$ cat src/rtl/tx_burst_sched.sv
// Two-source round-robin burst scheduler: grants one source, starts a burst,
// waits for completion, then enforces a guard gap. Watchdog under TX_SCHED_TIMEOUT_EN.
module tx_burst_sched #(
  parameter int GUARD_CYC   = 16,
  parameter int TIMEOUT_CYC = 8000000,
  parameter int CNT_W       = 16
)(
  input  logic             clk,
  input  logic             rst,
  input  logic             En,
  input  logic [1:0]       req,
  input  logic             tx_done,
  output logic [1:0]       gnt,
  output logic             tx_start,
  output logic             tx_abort,
  output logic             busy,
  output logic [CNT_W-1:0] burst_cnt,
  output logic             err_timeout
);
  localparam int GW = $clog2(GUARD_CYC + 1);
  localparam logic [GW-1:0] G_LAST = GW'(GUARD_CYC - 1);

  if (GUARD_CYC < 1 || GUARD_CYC > 255 || TIMEOUT_CYC < 1) begin : g_param_chk
    $error("tx_burst_sched: GUARD_CYC must be 1..255 and TIMEOUT_CYC >= 1");
  end

  typedef enum logic [2:0] {IDLE, ARB, START, WAIT, GUARD} state_t;
  state_t state, state_d;

  logic [GW-1:0] gcnt;
  logic          last;      // index of the source served most recently
  logic          win_src;
  logic          guard_last;
  logic          wd_exp;
  logic          grant_go;

  // Source 0 wins unless only source 1 asks, or both ask and 0 went last.
  assign win_src    = ~(req[0] & (~req[1] | last));
  assign guard_last = (state == GUARD) && (gcnt == G_LAST);
  assign grant_go   = (state == ARB) && (state_d == START);

  assign tx_start = (state == START);
  assign busy     = (state == START) || (state == WAIT) || (state == GUARD);

  always_comb begin
    state_d = state;
    unique case (state)
      IDLE:    if (En) state_d = ARB;
      ARB:     if (!En) state_d = IDLE;
               else if (|req) state_d = START;
      START:   state_d = WAIT;
      WAIT:    if (tx_done || wd_exp) state_d = GUARD;
      GUARD:   if (guard_last) state_d = En ? ARB : IDLE;
      default: state_d = IDLE;
    endcase
  end

  always_ff @(posedge clk or negedge rst) begin
    if (!rst) begin
      state     <= IDLE;
      gnt       <= '0;
      last      <= 1'b1;
      burst_cnt <= '0;
      gcnt      <= '0;
    end else begin
      state <= state_d;
      if (grant_go) begin
        gnt  <= win_src ? 2'b10 : 2'b01;
        last <= win_src;
      end
      if (state == WAIT && state_d == GUARD) gnt <= '0;
      if (state == WAIT && tx_done) burst_cnt <= burst_cnt + 1'b1;
      gcnt <= (state == GUARD && !guard_last) ? gcnt + 1'b1 : '0;
    end
  end

`ifdef TX_SCHED_TIMEOUT_EN
  localparam int WW = $clog2(TIMEOUT_CYC + 1);
  localparam logic [WW-1:0] WD_LAST = WW'(TIMEOUT_CYC - 1);

  logic [WW-1:0] wd_cnt;    // WAIT cycles already elapsed
  logic          idle_seen; // IDLE visited with no requests since last grant

  // A completing tx_done on the expiry cycle takes precedence over the abort.
  assign wd_exp = (state == WAIT) && !tx_done && (wd_cnt == WD_LAST);

  always_ff @(posedge clk or negedge rst) begin
    if (!rst) begin
      wd_cnt      <= '0;
      tx_abort    <= 1'b0;
      err_timeout <= 1'b0;
      idle_seen   <= 1'b0;
    end else begin
      wd_cnt   <= (state == WAIT && state_d == WAIT) ? wd_cnt + 1'b1 : '0;
      tx_abort <= wd_exp;
      if (wd_exp) err_timeout <= 1'b1;
      else if (grant_go && idle_seen) err_timeout <= 1'b0;
      if (state == IDLE && req == 2'b00) idle_seen <= 1'b1;
      else if (grant_go) idle_seen <= 1'b0;
    end
  end
`else
  assign wd_exp      = 1'b0;
  assign tx_abort    = 1'b0;
  assign err_timeout = 1'b0;
`endif

endmodule

$ cat config.mk
export PLATFORM = sky130hd
export DESIGN_NAME = tx_burst_sched
export DESIGN_NICKNAME = d
export VERILOG_FILES = /design/src/rtl/tx_burst_sched.sv
export SDC_FILE = /design/constraint.sdc
export NUM_CORES = 1
export LEC_CHECK = 0
export CAP_MARGIN = 20
export CORE_ASPECT_RATIO = 1.2
export CORE_MARGIN = 4
export CORE_UTILIZATION = 55
export CTS_BUF_LIST = sky130_fd_sc_hd__clkbuf_8
export DETAILED_ROUTE_END_ITERATION = 16
export PLACE_DENSITY = 0.93
export SYNTH_ARGS = -nofsm -noshare
export SYNTH_HDL_FRONTEND = slang
export SYNTH_SLANG_ARGS = --single-unit
$ cat constraint.sdc
create_clock -name clk -period 2.7 [get_ports clk]
set_clock_uncertainty 0.15 [all_clocks]
set_input_delay 0.405 -clock clk [delete_from_list [all_inputs] [get_ports clk]]
set_output_delay 0.405 -clock clk [all_outputs]
set_load 0.01 [all_outputs]
Word level (Yosys, flattened, before mapping)
Index checks and enable logic that the tools add are counted.
{"block": "word_totals", "ff_bits": 27, "output_inout_bits": 22}
{"block": "classes", "addsub": 2, "n_eq_ne": 7, "muxes": 11, "bitwise_logic": 4, "reduce_logical": 11}
{"op": "$add 16x1->16 const B", "n": 1}
{"op": "$mux 3", "n": 5}
{"op": "$pmux 3 s5", "n": 1}
{"op": "$eq 3x2->1 const B", "n": 3}
{"op": "$eq 3x3->1 const B", "n": 2}
{"op": "$mux 2", "n": 3}
{"op": "$add 5x1->5 const B", "n": 1}
{"op": "$eq 5x4->1 const B", "n": 1}
{"op": "$logic_and 1x1->1", "n": 5}
{"op": "$mux 5", "n": 1}
{"op": "$eq 3x1->1 const B", "n": 1}
{"op": "$logic_not 3->1", "n": 1}
{"op": "$logic_or 1x1->1", "n": 2}
{"op": "$not 1->1", "n": 2}
{"op": "$reduce_bool 2->1", "n": 1}
{"op": "$reduce_or 2->1", "n": 1}
{"op": "$and 1x1->1", "n": 1}
{"op": "$logic_not 1->1", "n": 1}
{"op": "$mux 1", "n": 1}
{"op": "$or 1x1->1", "n": 1}

Depth between registers and ports, before layout
{"block": "logic_depth", "word_depth": 8, "depth_mapped": 7, "ltp_nobuf": 7}

Least setup slack after synthesis
OpenSTA, ideal clock, no wires.
{"block": "synth_timing", "path_kind": "reg-to-reg", "start": "reg gcnt[0]", "end": "reg gcnt[2]", "t_arrival_ns": 1.371, "required_ns": 2.479, "setup_slack_ns": 1.108, "path_stages_with_launch": 7, "path_buffers": 1, "path_cell_list": "dfrtp_1 ha_1 and3_1 ha_1 or2_1 buf_2 nor2_1"}
{"block": "synth_via", "elab_chain_cells": 5, "word_cells_on_any_way": 6, "cone_classes": "add/sub: 1; eq/ne: 1; mux: 1; reduce/logical: 3"}
{"item": "from (decl)", "line": "30", "text": "logic [GW-1:0] gcnt;"}
{"item": "from (signal assigned)", "line": "73", "text": "gcnt <= (state == GUARD && !guard_last) ? gcnt + 1'b1 : '0;"}
{"item": "branches (longest 4 deep; another with $add 5x1->5)"}
{"item": "$mux 5 (*)", "line": "73"}
Mark *: on every way between the ends.
A chain may end at the register's enable or synchronous reset.

Worst setup path in the final report
{"block": "layout_timing", "start": "reg state[2]", "end": "out busy"}
{"block": "layout_via", "elab_chain_cells": 3, "word_cells_on_any_way": 5, "cone_classes": "eq/ne: 3; reduce/logical: 2"}
{"item": "from (decl)", "line": "28", "text": "state_t state, state_d;"}
{"item": "from (signal assigned)", "line": "66", "text": "state <= state_d;"}
{"item": "$eq 3x2->1", "line": "43", "text": "assign busy = (state == START) || (state == WAIT) || (state == GUARD);"}
{"item": "$logic_or 1x1->1", "line": "43"}
{"item": "$logic_or 1x1->1 (*)", "line": "43"}
{"item": "to (decl)", "line": "16", "text": "output logic busy,"}
Mark *: on every way between the ends. The rest lies on a longest branch, timed or not.

==> results.sh <==
export IMPL_yosys_warnings=0
export IMPL_power_density_nw_per_um2=708
export IMPL_cpMaxStageDelayCell="clkdlybuf4s50_1"
export IMPL_clock_path_buffers=2
export IMPL_clockRootBuffer="clkbuf_8"
export IMPL_fin_crit_sh_pct=87.9
export IMPL_use_met1_pct=21.2
export IMPL_cap_violations=0
export IMPL_cp_end_kind="primary output"
export IMPL_fp_dieW_um=51.7
export IMPL_hp_class="input port to asynchronous set/reset pin"
export IMPL_r2r_start="state[0]"
export IMPL_worst_slack_ns=0.328
export IMPL_synthesis_area_um2=1260
export IMPL_outcome="completed"
export IMPL_vias_per_cell=5.37
export IMPL_netlist_instances=113
export IMPL_grt_pass1_vias=1007
export IMPL_io_pin_count=28
export IMPL_rsz0062_at_grt="no"
export IMPL_final_common_cell="dfrtp_1"
export IMPL_route_vias_total=913
export IMPL_grt_use_total_pct=17.8
export IMPL_final_cell_mix="dfrtp_1 (26), clkdlybuf4s50_1 (25), nand2_1 (15)"
export IMPL_avgSynthCellArea_um2=11.1
export IMPL_busiest_layer="met2"
export IMPL_start_util_pct=59.5
export IMPL_cts_htree_levels=1
export IMPL_antenna_diode_count=0
export IMPL_place_area_um2=1530
export IMPL_dp_cells=166
export IMPL_worstPathArrival_ns=1.82
export IMPL_io_buffer_count=25
export IMPL_crit_chain="inv_2, or3_1, nand2_1, clkdlybuf4s50_1"
export IMPL_path_class="register to primary output"
export IMPL_period_needed_ns=2.37
export IMPL_die_area_um2=3120
export IMPL_die_h_um=60.4
export IMPL_async_flop_share_pct=100
export IMPL_first_iter_violations=20
export IMPL_crit_required_ns=2.14
export IMPL_fmax_mhz=422
export IMPL_fin_area_um2=1580
export IMPL_r2r_setup_slack_ns=0.94
export IMPL_path_buf_inv=2
export IMPL_met2_usage_pct=32.4
export IMPL_grt_overflow_total=0
export IMPL_wire_per_inst_um=13.6
export IMPL_wirelength_mm=2.31
export IMPL_drv_slew=0
export IMPL_critical_path_top_delay_family="buffers and inverters"
export IMPL_dr_pass1_iters=4
export IMPL_yosys_most_used_dff="dfrtp_1"
export IMPL_slowest_delay_ns=0.53
export IMPL_final_fill_count=148
export IMPL_hold_buffers=0
export IMPL_numCtsBuffers=3
export IMPL_synth_seq_area_share_pct=53.8
export IMPL_rows=18
export IMPL_fin_setup_tns_ns=0
export IMPL_cts_tree="done"
export IMPL_grt_start_max_net_pins=19
export IMPL_drc=0
export IMPL_grt_pass1_wl_mm=4.24
export IMPL_core_um2=2120
export IMPL_cp_start_kind="register"
export IMPL_drive_above_1_share_pct=8.57
export IMPL_pre_cts_ws_ns=0.530
export IMPL_synth_edf_count=0
export IMPL_met3_usage_pct=3.44
export IMPL_area_delta_synth_final_pct=25.6
export IMPL_reg2regPathDepth=4
export IMPL_cts_clk_slew_worst_paths_ns=0.09
export IMPL_place_congestion=0.837
export IMPL_postRouteAntennaNets=0
export IMPL_antenna_found_initial=0
export IMPL_postCtsSetupRepairBufs=0
export IMPL_fin_nets=150
export IMPL_vdd_ir_drop_max_uv=644
export IMPL_ys_ff_latch=27
export IMPL_setup_violations=0
export IMPL_instances_no_fill=170
export IMPL_cts_sinks=27
export IMPL_synth_distinct_cells=29
export IMPL_hpwl_mm=1.76
export IMPL_clkLatencyLatePin_ns=0.27
export IMPL_finalHoldViolations=0
export IMPL_r2r_end="burst_cnt[10]"
export IMPL_worstPathMaxFanout=5
export IMPL_cts_resized=0
export IMPL_p_leak_uw=0.000729
==> cell type report <==
class | instances | area [µm²] | share of cell area (%)
Timing Repair Buffer | 26 | 258 | 16.3
Inverter | 3 | 11.3 | 0.712
Multi-Input combinational cell | 80 | 549 | 34.7
Sequential cell | 27 | 677 | 42.8
Clock buffer | 3 | 41.3 | 2.61
Tap cell | 30 | 37.5 | 2.37
Clock inverter | 1 | 7.51 | 0.475
==> state kept, by name, summed over array words and instances, names as in the netlist <==
signal / cells
burst_cnt: 16
gcnt: 5
gnt: 2
last: 1
state: 3
==> worst register-to-register path, stage by stage (launching register included) <==
cell and delay, ns:
dfrtp_1 0.51, nand4b_4 0.25, nor4_4 0.43, nand3_1 0.16, xnor2_1 0.16
==> per-stage QoR <==
| stage | util, % | hold WS (ns) | total power, µW |
|---|---|---|---|
| floorplan | - | -0.0406 | 743 |
| global placement | 72.4 | 0.298 | 882 |
| detailed placement | 72.4 | 0.305 | 898 |
| CTS | 74.7 | 0.300 | 1130 |
| global route | 74.7 | 0.315 | 1190 |
| finish | 74.7 | 0.290 | 1120 |
==> logic make-up (layout without fill, tap and decap cells) <==
kind of cell             after synthesis  after routing  share of synthesized area [%]
other                                  1              2                          0.298
adder cells (fa/ha/maj)                3              3                           2.98
XOR/XNOR                              17             17                           11.8
AO/OA/AOI/OAI                          7              7                           3.68
AND/OR/NAND/NOR                       51             51                           24.6
flip-flops                            27             27                           53.8
buffers and inverters                  7             33                           2.88
==> how the worst max path moves through the flow <==
stage             start             to  slack, ns  depth (start not counted)
6_report       state[2]           busy       0.33                          4
5_1_grt        state[2]           busy       0.20                          4
4_1_cts        state[2]           busy       0.32                          4
3_5_place_dp    tx_done  burst_cnt[13]       0.53                          5
3_3_place_gp    tx_done  burst_cnt[13]       0.57                          5
2_1_floorplan   gcnt[0]        gcnt[2]       1.11                          6
==> cell usage after synthesis (all sizes together) (3+ instances only) <==
cell type  number  share of area, %
dfrtp          26                52
nand2b          4               2.0
xnor2          12               8.3
nand3           8               3.2
xor2            5               3.5
nor2            9               2.7
a21oi           4               1.6
nand2          15               4.5
ha              3               3.0
inv             3              0.89
buf             4               2.0
==> routing by layer <==
| layer | share of wire (%) | vias to the layer above |
|---|---|---|
| met2 | 52 | 23 |
| met5 | 0 | - |
| met3 | 4.8 | 8 |
| met1 | 41 | 454 |
| li1 | - | 428 |
| met4 | 2.3 | 0 |
==> power breakdown <==
group          switching [µW]  internal (µW)  leakage, µW
sequential               82.2            477     0.000363
clock                     123            104    0.0000217
combinational             149            184     0.000344
total                     355            765     0.000729
Power figures use the tool's default switching activity.
==> variant 1 (same flow settings) <==
Add a define of `TX_SCHED_TIMEOUT_EN`.
--- a/src/rtl/tx_burst_sched.sv
+++ b/src/rtl/tx_burst_sched.sv
@@ -1,4 +1,6 @@
 // Two-source round-robin burst scheduler: grants one source, starts a burst,
 // waits for completion, then enforces a guard gap. Watchdog under TX_SCHED_TIMEOUT_EN.
+`define TX_SCHED_TIMEOUT_EN
+
 module tx_burst_sched #(
   parameter int GUARD_CYC   = 16,
Function: same outputs for any inputs over 10 cycles, from zero or initial values and one cycle with rst low; that may be too few to reach the edited logic, so the function may still have changed.
==> variant 1 against the original RTL <==
Sequential share of layout area grew 2.1 points. Sequential cell count grew 26. Worst setup slack gained 0.094 ns. Core utilization shrank 6.3 points. Power grew 65%. Register-to-register slack lost 0.45 ns. Synthesized cell count grew 120%. Count of clock-buffer cells in the layout grew 3. Wire length grew 110%. Design area grew 87%. Area after synthesis grew 99%. Global-route usage grew 0.94 points. Critical path type unchanged. Largest cell class unchanged. Largest power group unchanged.
==> variant 1: results (changes against the original RTL) <==
[layout]
finalNonFillerCells=336  ; +98%
antennaDiodeCount=0  ; unchanged
drive_above_1_share_pct=6.07  ; -2.5 points
n_fill_cell=316  ; +110%
finish.net_count=289  ; +93%
largest_registers=wd_cnt x23, burst_cnt x16, gcnt x5

[route]
route.detailed.vias_per_inst=5.60  ; +4.2%
detail_route.iter0.violations=115  ; +480%
finalWirelength_um=4790  ; +110%
postRouteAntennaNets=0  ; unchanged

[timing]
achievable-frequency_ghz=0.439  ; +4.1%
final-setup-viol-count=0  ; unchanged
worst_pin_slew_ns=0.642
slew_viol_final=0  ; unchanged

[yosys]
ys_async_rst_share_pct=100  ; unchanged
synth_warnings=0  ; unchanged
synth-seq-area-share_pct=52.9  ; -0.83 points
synth.lib_cells_used.distinct=37  ; +28%
synth_area_leaders=dfrtp_1 (52%), xnor2_1 (7.3%), nor2_1 (4.5%), xor2_1 (3.5%), nand2_1 (2.5%)
syn-num-nets=258
ys_top_cells_by_count=dfrtp_1 (52), nor2_1 (30), xnor2_1 (21), nand2_1 (17), inv_1 (12)
postSynthAreaPerCell_um2=10.1  ; -9.2%

[global_routing]
track_usage_pct=18.8  ; +0.94 points
first_global_vias=1822  ; +81%
maximum_number_of_pins_on_one_net_before_global_route_repair=54  ; +35
grt_util_met1_pct=22.7  ; +1.5 points
wire_length_of_the_first_global_routing_pass_um=8450  ; +100%
grt.met2_usage_pct=33.0  ; +0.65 points
grt_antenna_before_repair=0  ; unchanged
groute.layer.met3.usage_pct=4.04  ; +0.60 points

[outcome]
outcome=complete, no violations

[power_and_ir_drop]
vdd.ir_drop.worst_v=0.000470  ; -27%
leakage_nw=1.23  ; +69%

[placed_design]
place.detailed.instances=328  ; +98%
detailedPlacementHpwl_um=3410  ; +94%
finalWeightedCongestion=0.784  ; -6.3%
dpl_cell_area_um2=2840  ; +85%
placement.io_buffers=27  ; +8.0%

[clock_tree]
cts-root-buf=clkbuf_8
clock_insertion_delay_worst_skew_ns=0.30  ; +0.03 ns
cts.path.max_buffers=2  ; unchanged
cts-hold-fix-buffers=0  ; unchanged
cts_buffers=5  ; +2
postCtsResizedCells=0  ; unchanged
cts.htree.levels=2  ; +1

[setup_path]
crit_path_max_fanout=8  ; +3
timing.critical_path.arrival_ns=1.72  ; -0.10 ns
worst_r2r_startpoint=wd_cnt[0]$_DFF_PN0_
timing.critical_path.slowest_stage_cell=clkdlybuf4s50_1
startpoint=state[2]$_DFF_PN0_
crit_path_max_incr_delay_ns=0.58  ; +0.05 ns

## variant 1: logic make-up (layout without fill, tap and decap cells)
kind of cell,count (synthesis),in the layout,share of synthesized area (%)
AOI/OAI and AO/OA,27,27,6.69
xor gates and xnor gates,31,31,10.8
adders and majority gates,4,4,2.00
buffers and inverters,19,51,2.99
DFF,53,53,52.9
and+or+nand+nor,114,114,24.6
## variant 1: final timing paths
kind                                             to  slack (ns)  cells past startpoint
setup / recovery                           tx_start        0.42                      3
hold / removal                    gcnt[3]$_DFF_PN0_        0.05                      2
setup reg to reg               wd_cnt[20]$_DFF_PN0_        0.49                      5
hold reg to reg                   gcnt[0]$_DFF_PN0_        0.32                      1
max in group asynchronous  burst_cnt[6]$_DFFE_PN0P_        1.91                      2
min in group clk                  gcnt[0]$_DFF_PN0_        0.32                      1
## variant 1: metal layers
metal / share of wire (%) / vias up
li1: - / 926
met1: 42 / 905
met2: 53 / 44
met3: 3.6 / 6
met4: 1.4 / 0
met5: 0 / -
## variant 1: power breakdown
part	total (mW)	switching [mW]	internal, mW
clock	0.542	0.244	0.298
sequential	0.949	0.0788	0.870
combinational	0.355	0.180	0.176
## variant 1: cell type report
class / instances / area, µm² / share of cell area (%)
flip-flops and latches: 53 / 1330 / 44.9
clock inverters: 2 / 33.8 / 1.14
clock buffers: 6 / 82.6 / 2.79
well taps: 56 / 70.1 / 2.37
inverters: 12 / 45.0 / 1.52
repair buffers: 31 / 295 / 9.98
multi-input cells: 176 / 1100 / 37.3
## variant 1: worst max-delay path: cells and delay by family, from the launching register on
kind                   cells  cell delay (ns)
buffers and inverters      1             0.58
AND/OR/NAND/NOR            2             0.38
flip-flops                 1             0.46
## variant 1: per-stage QoR
| step | power, mW | setup WS, ns |
|---|---|---|
| after floorplan | 1.14 | 0.674 |
| after global placement | 1.30 | 0.574 |
| after detailed placement | 1.32 | 0.510 |
| after CTS | 1.86 | 0.401 |
| after global routing | 1.95 | 0.283 |
| final | 1.85 | 0.422 |
==> variant 2 (same settings) <==
Made on the original files. Re-encode `state_t` (5 states) as one-hot, 5 bits wide.
--- a/src/rtl/tx_burst_sched.sv
+++ b/src/rtl/tx_burst_sched.sv
@@ -25,5 +25,5 @@
   end
 
-  typedef enum logic [2:0] {IDLE, ARB, START, WAIT, GUARD} state_t;
+  typedef enum logic [4:0] {IDLE = 5'b00001, ARB = 5'b00010, START = 5'b00100, WAIT = 5'b01000, GUARD = 5'b10000} state_t;
   state_t state, state_d;
 
Formal check against the unedited RTL: same outputs for any inputs over 10 cycles, from zero or initial values and one cycle with rst low; not proved beyond that.
==> variant 2 against the original RTL <==
Worst setup slack worse by 0.10 ns. Area after synthesis grew 11%. Register-to-register slack worse by 0.36 ns. Clock power grew 45%. Wire length grew 17%. Sequential cell count rose by 2. Power decreased by 3.2%. Die area up 9.2%. Design area rose by 10%. Critical path type unchanged. Largest power group unchanged.
==> variant 2: results (changes against the original RTL) <==
[outcome]
outcome=complete, no violations

[worst_hold_path]
hold_path.class=register to register
worst_min_path_start=gcnt[0]$_DFF_PN0_
whs_path_depth=1
hold_path_end=gcnt[0]$_DFF_PN0_

[global_routing]
maximum_number_of_pins_on_one_net_before_global_route_repair=30  ; +11
wire_length_of_the_first_global_routing_pass_um=4750  ; +12%
grt_antenna_before_repair=0  ; unchanged
first_global_vias=1028  ; +2.1%
track_usage_pct=19.6  ; +1.7 points

[route]
drtPass1Iterations=5  ; +1
route.detailed.vias_per_inst=5.40  ; +0.47%
detail_route.iter0.violations=34  ; +70%
routed_wire_length_per_instance_um=14.0  ; +3.6%
postRouteAntennaNets=0  ; unchanged

[yosys]
ys_top_cells_by_count=dfrtp_1 (27), nor2_1 (15), xor2_1 (12), nand2_1 (9)
synthFlopType=dfrtp_1
synth_enable_flop_cells=0  ; unchanged
synth-seq-area-share_pct=52.2  ; -1.6 points
synth.lib_cells_used.distinct=35  ; +21%
synth_area_leaders=dfrtp_1 (48%), xor2_1 (7.5%), nor2_1 (4.0%), dfstp_2 (3.8%), xnor2_1 (3.1%)
synth_warnings=0  ; unchanged
ys_async_rst_share_pct=100  ; unchanged

[layout]
largest_registers=burst_cnt x16, gcnt x5, state x5
antennaDiodeCount=0  ; unchanged
n_fill_cell=154  ; +4.1%
finish.net_count=169  ; +13%
drive_above_1_share_pct=9.32  ; +0.75 points

[clock_tree]
cts-root-buf=clkbuf_8
clock_insertion_delay_worst_skew_ns=0.28
cts_setup_buffers=0  ; unchanged
cts.htree.levels=2  ; +1
cts_buffers=5  ; +2
postCtsResizedCells=0  ; unchanged
clkTransAtPathRegs_ns=0.06  ; -0.03 ns
cts.path.max_buffers=2  ; unchanged

[setup_path]
worst_r2r_startpoint=state[3]$_DFF_PN0_
timing.critical_path.arrival_ns=1.92  ; +0.10 ns
r2r-end=burst_cnt[14]$_DFFE_PN0P_
r2r_slack_ns=0.58  ; -0.36 ns
crit_end=busy
timing.critical_path.from_type=register
crit_path_max_fanout=7  ; +2
worst-r2r-cell-count=4  ; unchanged

[placed_design]
finalWeightedCongestion=0.782  ; -6.5%
placement.io_buffers=25  ; unchanged
detailedPlacementHpwl_um=1940  ; +10%

[timing]
slew-limit-headroom_pct=52.1
hold_ws_ns=0.321  ; +0.0304 ns

[power_and_ir_drop]
vdd.ir_drop.worst_v=0.000586  ; -9.0%
leakage_nw=0.824  ; +13%

variant 2: cell types whose count changed after synthesis, sizes merged, moves of 3 or more:
cell / change
nand2: -6
nor2: +6
nor2b: +4
nor3: +3
xnor2: -7
xor2: +7
variant 2: cell families after synthesis:
logic type	synth area share, %
other cells	0.269
mux	0.807
compound gates	5.20
flops	52.2
buf+inv	3.86
simple gates	24.3
xor+xnor	10.7
fa+ha+maj	2.69
variant 2: final cells by class:
type,count,area (µm²),share of cell area (%)
flip-flops and latches,29,728,41.8
multi-input cells,93,617,35.4
repair buffers,26,258,14.8
clock buffers,5,68.8,3.95
well taps,31,38.8,2.23
inverters,5,18.8,1.08
clock inverters,3,13.8,0.790
variant 2: power breakdown:
group / leakage, nW / switching (mW) / total (mW) / internal (mW)
logic: 0.387 / 0.0964 / 0.215 / 0.118
clock network: 0.0491 / 0.156 / 0.330 / 0.174
registers: 0.388 / 0.0482 / 0.539 / 0.491
total: 0.824 / 0.300 / 1.08 / 0.783
variant 2: per-stage QoR:
step	cell area, µm²	setup slack (ns)	cells
floorplan	1400	0.827	132
global placement	1660	0.435	184
detailed placement	1660	0.316	184
CTS	1740	0.208	192
global route	1740	0.0209	192
finish	1740	0.224	192
variant 2: layer usage:
layer	share of wire (%)	up-vias	wire (µm)	track usage (%)
li1	-	502	-	-
met1	42	497	1130	24.3
met2	50	29	1350	28.8
met3	5.6	8	151	8.02
met4	2.3	0	61	9.66
met5	0	-	0	0
variant 2: critical path: stages, from the launching register on:
cell             delay, ns
dfrtp_1               0.44
nor2b_1               0.21
o311ai_0              0.44
nor2_1                0.07
clkdlybuf4s50_1       0.48
